--- src/rtl/substantivo_sequenciador.sv ---
// substantivo_sequenciador
//   Front-end controller for the substantive-classifier datapath. Two note
//   players compete for the classifier. The granted player's word is buffered
//   (up to DEPTH notes) and replayed with Pronto strobes spaced GAP idle cycles
//   apart. Two 0000 terminator strobes follow, then Estado_in is sampled LAT
//   cycles later and returned with Resultado_valido.
//
// Ports
//   Clk, Reset             clock (rising) / async active-high reset
//   Req0/1, Nota0/1, Fim0/1 player note offers ({Tom,A,B,C}) and last-note flag
//   Rdy0/1                 registered accept strobes, only the owner's can rise
//   Limpa                  one-cycle classifier clear at grant
//   Pronto, Tom/A/B/C_out  note strobe and note driven to the classifier
//   Estado_in              classifier result
//   Resultado, Resultado_valido, Dono, Truncado  captured result, owner, cut flag
//   Ocupado                controller not idle
module substantivo_sequenciador #(
  parameter int DEPTH = 8,
  parameter int GAP   = 1,
  parameter int LAT   = 2
) (
  input  logic       Clk,
  input  logic       Reset,
  input  logic       Req0,
  input  logic       Req1,
  input  logic [3:0] Nota0,
  input  logic [3:0] Nota1,
  input  logic       Fim0,
  input  logic       Fim1,
  output logic       Rdy0,
  output logic       Rdy1,
  output logic       Limpa,
  output logic       Pronto,
  output logic       Tom_out,
  output logic       A_out,
  output logic       B_out,
  output logic       C_out,
  input  logic [1:0] Estado_in,
  output logic [1:0] Resultado,
  output logic       Resultado_valido,
  output logic       Dono,
  output logic       Ocupado,
  output logic       Truncado
);

  localparam int CW = $clog2(DEPTH + 1);
  localparam int IW = $clog2(DEPTH);
  localparam logic [CW-1:0] LAST_CNT = CW'(DEPTH - 1);
  localparam logic [3:0]    GAP_V    = 4'(GAP);
  localparam logic [3:0]    LAT_END  = 4'(LAT - 1);

  localparam logic [2:0] OCIOSO  = 3'd0;
  localparam logic [2:0] CAPTURA = 3'd1;
  localparam logic [2:0] ENVIA   = 3'd2;
  localparam logic [2:0] TERMINA = 3'd3;
  localparam logic [2:0] ESPERA  = 3'd4;
  localparam logic [2:0] ENTREGA = 3'd5;

  logic [2:0]    state;
  logic [CW-1:0] cnt;      // notes stored for the current word
  logic [CW-1:0] idx;      // note being replayed
  logic [3:0]    gc;       // position inside the Pronto period, 0 = strobe cycle
  logic [3:0]    wc;       // latency wait counter
  logic          tn;       // second terminator strobe pending
  logic          ptr;      // player preferred when both request
  logic          trunc;
  logic [3:0]    mem [DEPTH];

  logic       req_g, rdy_g, fim_g, grant, xfer, is_term, word_end;
  logic [3:0] nota_g, note_out;

  always_comb begin
    req_g  = Dono ? Req1  : Req0;
    rdy_g  = Dono ? Rdy1  : Rdy0;
    fim_g  = Dono ? Fim1  : Fim0;
    nota_g = Dono ? Nota1 : Nota0;
    // Round robin only matters on a tie; a lone requester always wins.
    grant  = (Req0 && Req1) ? ptr : Req1;
    xfer   = (state == CAPTURA) && req_g && rdy_g;
    // Tom alone does not make a note: A=B=C=0 terminates regardless of Tom.
    is_term  = (nota_g[2:0] == 3'b000);
    word_end = is_term || fim_g || (cnt == LAST_CNT);
  end

  always_ff @(posedge Clk) begin
    if (xfer && !is_term) mem[cnt[IW-1:0]] <= nota_g;
  end

  always_ff @(posedge Clk or posedge Reset) begin
    if (Reset) begin
      state            <= OCIOSO;
      cnt              <= '0;
      idx              <= '0;
      gc               <= '0;
      wc               <= '0;
      tn               <= 1'b0;
      ptr              <= 1'b0;
      trunc            <= 1'b0;
      Dono             <= 1'b0;
      Limpa            <= 1'b0;
      Rdy0             <= 1'b0;
      Rdy1             <= 1'b0;
      Resultado        <= 2'b00;
      Resultado_valido <= 1'b0;
      Truncado         <= 1'b0;
    end else begin
      Limpa            <= 1'b0;
      Resultado_valido <= 1'b0;
      case (state)
        OCIOSO: begin
          if (Req0 || Req1) begin
            state <= CAPTURA;
            Limpa <= 1'b1;
            Dono  <= grant;
            Rdy0  <= ~grant;
            Rdy1  <= grant;
            cnt   <= '0;
            trunc <= 1'b0;
          end
        end
        CAPTURA: begin
          if (xfer) begin
            if (!is_term) cnt <= cnt + 1'b1;
            if (word_end) begin
              Rdy0  <= 1'b0;
              Rdy1  <= 1'b0;
              trunc <= !is_term && !fim_g && (cnt == LAST_CNT);
              idx   <= '0;
              gc    <= '0;
              tn    <= 1'b0;
              // Only a terminator as the very first note leaves the buffer empty.
              state <= (is_term && cnt == '0) ? TERMINA : ENVIA;
            end
          end
        end
        ENVIA: begin
          if (gc == GAP_V) begin
            gc <= '0;
            if (idx + 1'b1 == cnt) begin
              state <= TERMINA;
              tn    <= 1'b0;
            end else begin
              idx <= idx + 1'b1;
            end
          end else begin
            gc <= gc + 1'b1;
          end
        end
        TERMINA: begin
          // The classifier decodes the note latched by the previous strobe,
          // so the second 0000 strobe is what flushes the final decode.
          if (tn) begin
            state <= ESPERA;
            wc    <= '0;
          end else if (gc == GAP_V) begin
            gc <= '0;
            tn <= 1'b1;
          end else begin
            gc <= gc + 1'b1;
          end
        end
        ESPERA: begin
          if (wc == LAT_END) begin
            state            <= ENTREGA;
            Resultado        <= Estado_in;
            Resultado_valido <= 1'b1;
            Truncado         <= trunc;
          end else begin
            wc <= wc + 1'b1;
          end
        end
        ENTREGA: begin
          ptr   <= ~Dono;
          cnt   <= '0;
          state <= OCIOSO;
        end
        default: state <= OCIOSO;
      endcase
    end
  end

  // Strobe and note are decoded from state so an async reset clears them at once.
  always_comb begin
    note_out = 4'b0000;
    if (state == ENVIA) note_out = mem[idx[IW-1:0]];
  end

  assign Pronto  = ((state == ENVIA) || (state == TERMINA)) && (gc == 4'd0);
  assign Ocupado = (state != OCIOSO);
  assign {Tom_out, A_out, B_out, C_out} = note_out;

endmodule

--- config.mk ---
export PLATFORM = sky130hd
export DESIGN_NAME = substantivo_sequenciador
export DESIGN_NICKNAME = d
export VERILOG_FILES = /design/src/rtl/substantivo_sequenciador.sv
export SDC_FILE = /design/constraint.sdc
export NUM_CORES = 1
export LEC_CHECK = 0
export CAP_MARGIN = 5
export CELL_PAD_IN_SITES_DETAIL_PLACEMENT = 0
export CELL_PAD_IN_SITES_GLOBAL_PLACEMENT = 1
export CORE_ASPECT_RATIO = 1.1
export CORE_MARGIN = 4
export CORE_UTILIZATION = 46
export DETAILED_ROUTE_END_ITERATION = 6
export PLACE_DENSITY_LB_ADDON = 0.25
export SLEW_MARGIN = 5
export SYNTH_ARGS = -nofsm -noshare
export SYNTH_HDL_FRONTEND = slang
export SYNTH_SLANG_ARGS = --single-unit
--- constraint.sdc ---
create_clock -name Clk -period 2.7 [get_ports Clk]
set_clock_uncertainty 0.1 [all_clocks]
set_input_delay 0.27 -clock Clk [delete_from_list [all_inputs] [get_ports Clk]]
set_output_delay 0.27 -clock Clk [all_outputs]
set_load 0.05 [all_outputs]
==> impl_metrics.env <==
export IMPL_r2r_end="mem[0][0]$_DFFE_PP_"
export IMPL_fin_tns_setup_ns=0
export IMPL_antenna_cells=0
export IMPL_cts_resized_gates=0
export IMPL_syn_area_um2=3090
export IMPL_grt_pass1_vias=2099
export IMPL_power_leakage_nw=1.40
export IMPL_insertion_delay_ns=0.33
export IMPL_clk_pin_slew_worst_paths_ns=0.07
export IMPL_rows=31
export IMPL_tightestPinTransition_ns=0.498
export IMPL_synth_warnings=0
export IMPL_layout_common_cells="32 x nand2_1, 32 x edfxtp_1, 30 x dfrtp_1"
export IMPL_crit_type="flip-flop to output port"
export IMPL_clockBufferDepth=2
export IMPL_areaGrowthSynthToFinish_pct=18.9
export IMPL_die_w_um=86.1
export IMPL_ant_nets=0
export IMPL_synth_cells=263
export IMPL_place_worst_setup_slack_ns=0.373
export IMPL_vias_per_cell=5.32
export IMPL_r2r_start="state[2]$_DFFE_PP0P_"
export IMPL_drc_errors=0
export IMPL_dr_total_vias=2066
export IMPL_fin_nets=322
export IMPL_worst_hold_slack_ns=0.212
export IMPL_drt_wl_total_um=5890
export IMPL_dieArea_um2=8090
export IMPL_synthAdderAreaFrac_pct=2.03
export IMPL_startpoint_type="flip-flop"
export IMPL_drive_above_1_share_pct=18.0
export IMPL_hold_class="input pin to async pin"
export IMPL_synthXorXnorAreaFrac_pct=2.15
export IMPL_yosys_register_bits=62
export IMPL_design_area_um2=3670
export IMPL_seqCellArea_um2=1710
export IMPL_place_gp_congestion=0.752
export IMPL_synth_edf_count=32
export IMPL_cts_tree="done"
export IMPL_synth_top_family_by_area="simple AND/OR/NAND/NOR gates"
export IMPL_drv_slew=0
export IMPL_rsz0062_at_grt="no"
export IMPL_nFillCells=581
export IMPL_track_usage_pct=16.4
export IMPL_rrSetupSlack_ns=0.44
export IMPL_port_buffers=29
export IMPL_synth_compound_area_share_pct=9.12
export IMPL_dpl_hpwl_um=4450
export IMPL_post_cts_setup_buffers=0
export IMPL_coreArea_um2=6560
export IMPL_rr_worst_depth=5
export IMPL_slew_headroom_pct=66.7
export IMPL_multi_input_area_um2=1270
export IMPL_status="finished, final reports clean"
export IMPL_synthFlopType="edfxtp_1"
export IMPL_initial_core_util_pct=47.1
export IMPL_placed_area_um2=3470
export IMPL_cts_htree_levels=3
export IMPL_end_kind="output port"
export IMPL_die_h_um=93.9
export IMPL_cts_hold_buffers=0
export IMPL_async_flop_share_pct=48.4
export IMPL_cts_root_buf="clkbuf_8"
export IMPL_max_cap_violations=0
export IMPL_antenna_found_initial=0
export IMPL_clock_sinks=62
export IMPL_fin_util_pct=56.0
export IMPL_synthMuxAreaShare_pct=10.1
export IMPL_avgSynthCellArea_um2=11.7
export IMPL_seq_area_frac_synth_pct=55.4
export IMPL_power_density_nw_per_um2=1010
export IMPL_routedWlPerCell_um=15.2
export IMPL_finalSetupViolations=0
export IMPL_synth_cell_types=47
export IMPL_crit_fanout=8
export IMPL_ir_drop_v=0.000611
export IMPL_io_pins=30
export IMPL_grt_overflow=0
export IMPL_hold_viol=0
export IMPL_grt_pass1_wl_um=10100
export IMPL_period_minus_slack_ns=2.48
export IMPL_synthSimpleGateAreaFrac_pct=17.8
export IMPL_crit_required_ns=2.33
export IMPL_cp_arrival_ns=2.11
export IMPL_grt_max_degree=31
export IMPL_syn_num_nets=284
export IMPL_dr_pass1_iters=4
export IMPL_layout_setup_ws_ns=0.223
export IMPL_drt_iter0_markers=77
export IMPL_min_period_over_period_pct=91.7
export IMPL_fmax_mhz=404
export IMPL_cts_buffers=9
synthesized netlist by cell type, types with 2 or more instances:
cell / number / area [µm²]
nor2b_1: 4 / 25.0
o21ai_0: 6 / 30.0
inv_1: 11 / 41.3
o22ai_1: 2 / 12.5
nor3_1: 7 / 35.0
a21oi_1: 10 / 50.1
mux4_2: 8 / 180
mux2_2: 5 / 56.3
and3_1: 3 / 18.8
ha_1: 5 / 62.6
a31o_1: 2 / 17.5
nand3_1: 15 / 75.1
nand2_1: 32 / 120
nand2b_1: 5 / 31.3
nand3b_1: 2 / 15.0
edfxtp_1: 32 / 961
o21ai_1: 4 / 20.0
buf_2: 5 / 25.0
xor2_1: 2 / 17.5
nand4_1: 3 / 18.8
nor3b_1: 2 / 15.0
dfrtp_1: 30 / 751
xnor2_1: 3 / 26.3
o21bai_1: 2 / 15.0
nor4_1: 4 / 25.0
o211ai_2: 2 / 25.0
buf_6: 2 / 22.5
mux2i_1: 6 / 60.1
a211o_1: 4 / 35.0
clkbuf_1: 4 / 15.0
nor2_1: 25 / 93.8
cell families after synthesis:
| kind of cell | after synthesis |
|---|---|
| AO/OA/AOI/OAI | 39 |
| XOR/XNOR | 6 |
| adder cells (fa/ha/maj) | 5 |
| buffers and inverters | 22 |
| flip-flops | 62 |
| multiplexers | 20 |
| AND/OR/NAND/NOR | 109 |
worst max-delay path, stage by stage (launching register included):
cell and delay (ns):
dfrtp_1 0.43, buf_4 0.18, nor3_1 0.33, inv_1 0.12, clkdlybuf4s50_1 0.72
final cells by class:
type / count / area share, %
clock inverter: 7 / 2.01
multi-input combinational: 179 / 34.7
clock buffer: 9 / 3.37
timing repair buffer: 38 / 9.41
inverter: 11 / 1.12
tap: 82 / 2.79
sequential: 62 / 46.6
per-stage QoR:
stage	power, mW	std cells
3_5_place_dp	2.94	372
6_report	3.69	388
5_1_grt	3.97	388
4_1_cts	3.74	388
3_3_place_gp	2.94	372
2_1_floorplan	2.53	263
worst max path at each step:
stage	start	end	slack [ns]	depth (start not counted)
final	state[0]$_DFFE_PP0P_	Ocupado	0.22	4
after floorplan	state[1]$_DFFE_PP0P_	Pronto	0.27	4
after global placement	Req0	mem[0][1]$_DFFE_PP_	0.45	6
after global routing	state[0]$_DFFE_PP0P_	Ocupado	0.11	4
after detailed placement	Req0	mem[0][1]$_DFFE_PP_	0.37	6
after CTS	state[0]$_DFFE_PP0P_	Ocupado	0.21	4
metal layers:
metal / global-route usage [%] / vias to the layer above / share of wire (%)
li1: - / 1034 / -
met1: 19.9 / 996 / 44
met2: 28.3 / 26 / 52
met3: 2.72 / 10 / 2.8
met4: 7.52 / 0 / 1.7
met5: 0 / - / 0
state kept, by name, indices dropped and copies added, names as in the netlist:
signal	flops
ptr	1
Rdy0	1
cnt	4
Resultado	2
idx	4
wc	4
Dono	1
Limpa	1
mem	32
Resultado_valido	1
Truncado	1
Rdy1	1
gc	4
state	3
tn	1
trunc	1
power by group:
| part | switching, mW | leakage [nW] | total, mW | internal (mW) |
|---|---|---|---|---|
| sequential | 0.200 | 0.678 | 1.39 | 1.19 |
| combinational | 0.902 | 0.631 | 1.52 | 0.620 |
| clock | 0.362 | 0.0879 | 0.788 | 0.426 |
| total | 1.46 | 1.40 | 3.69 | 2.23 |
No activity file was read; power rests on OpenSTA's default activity.
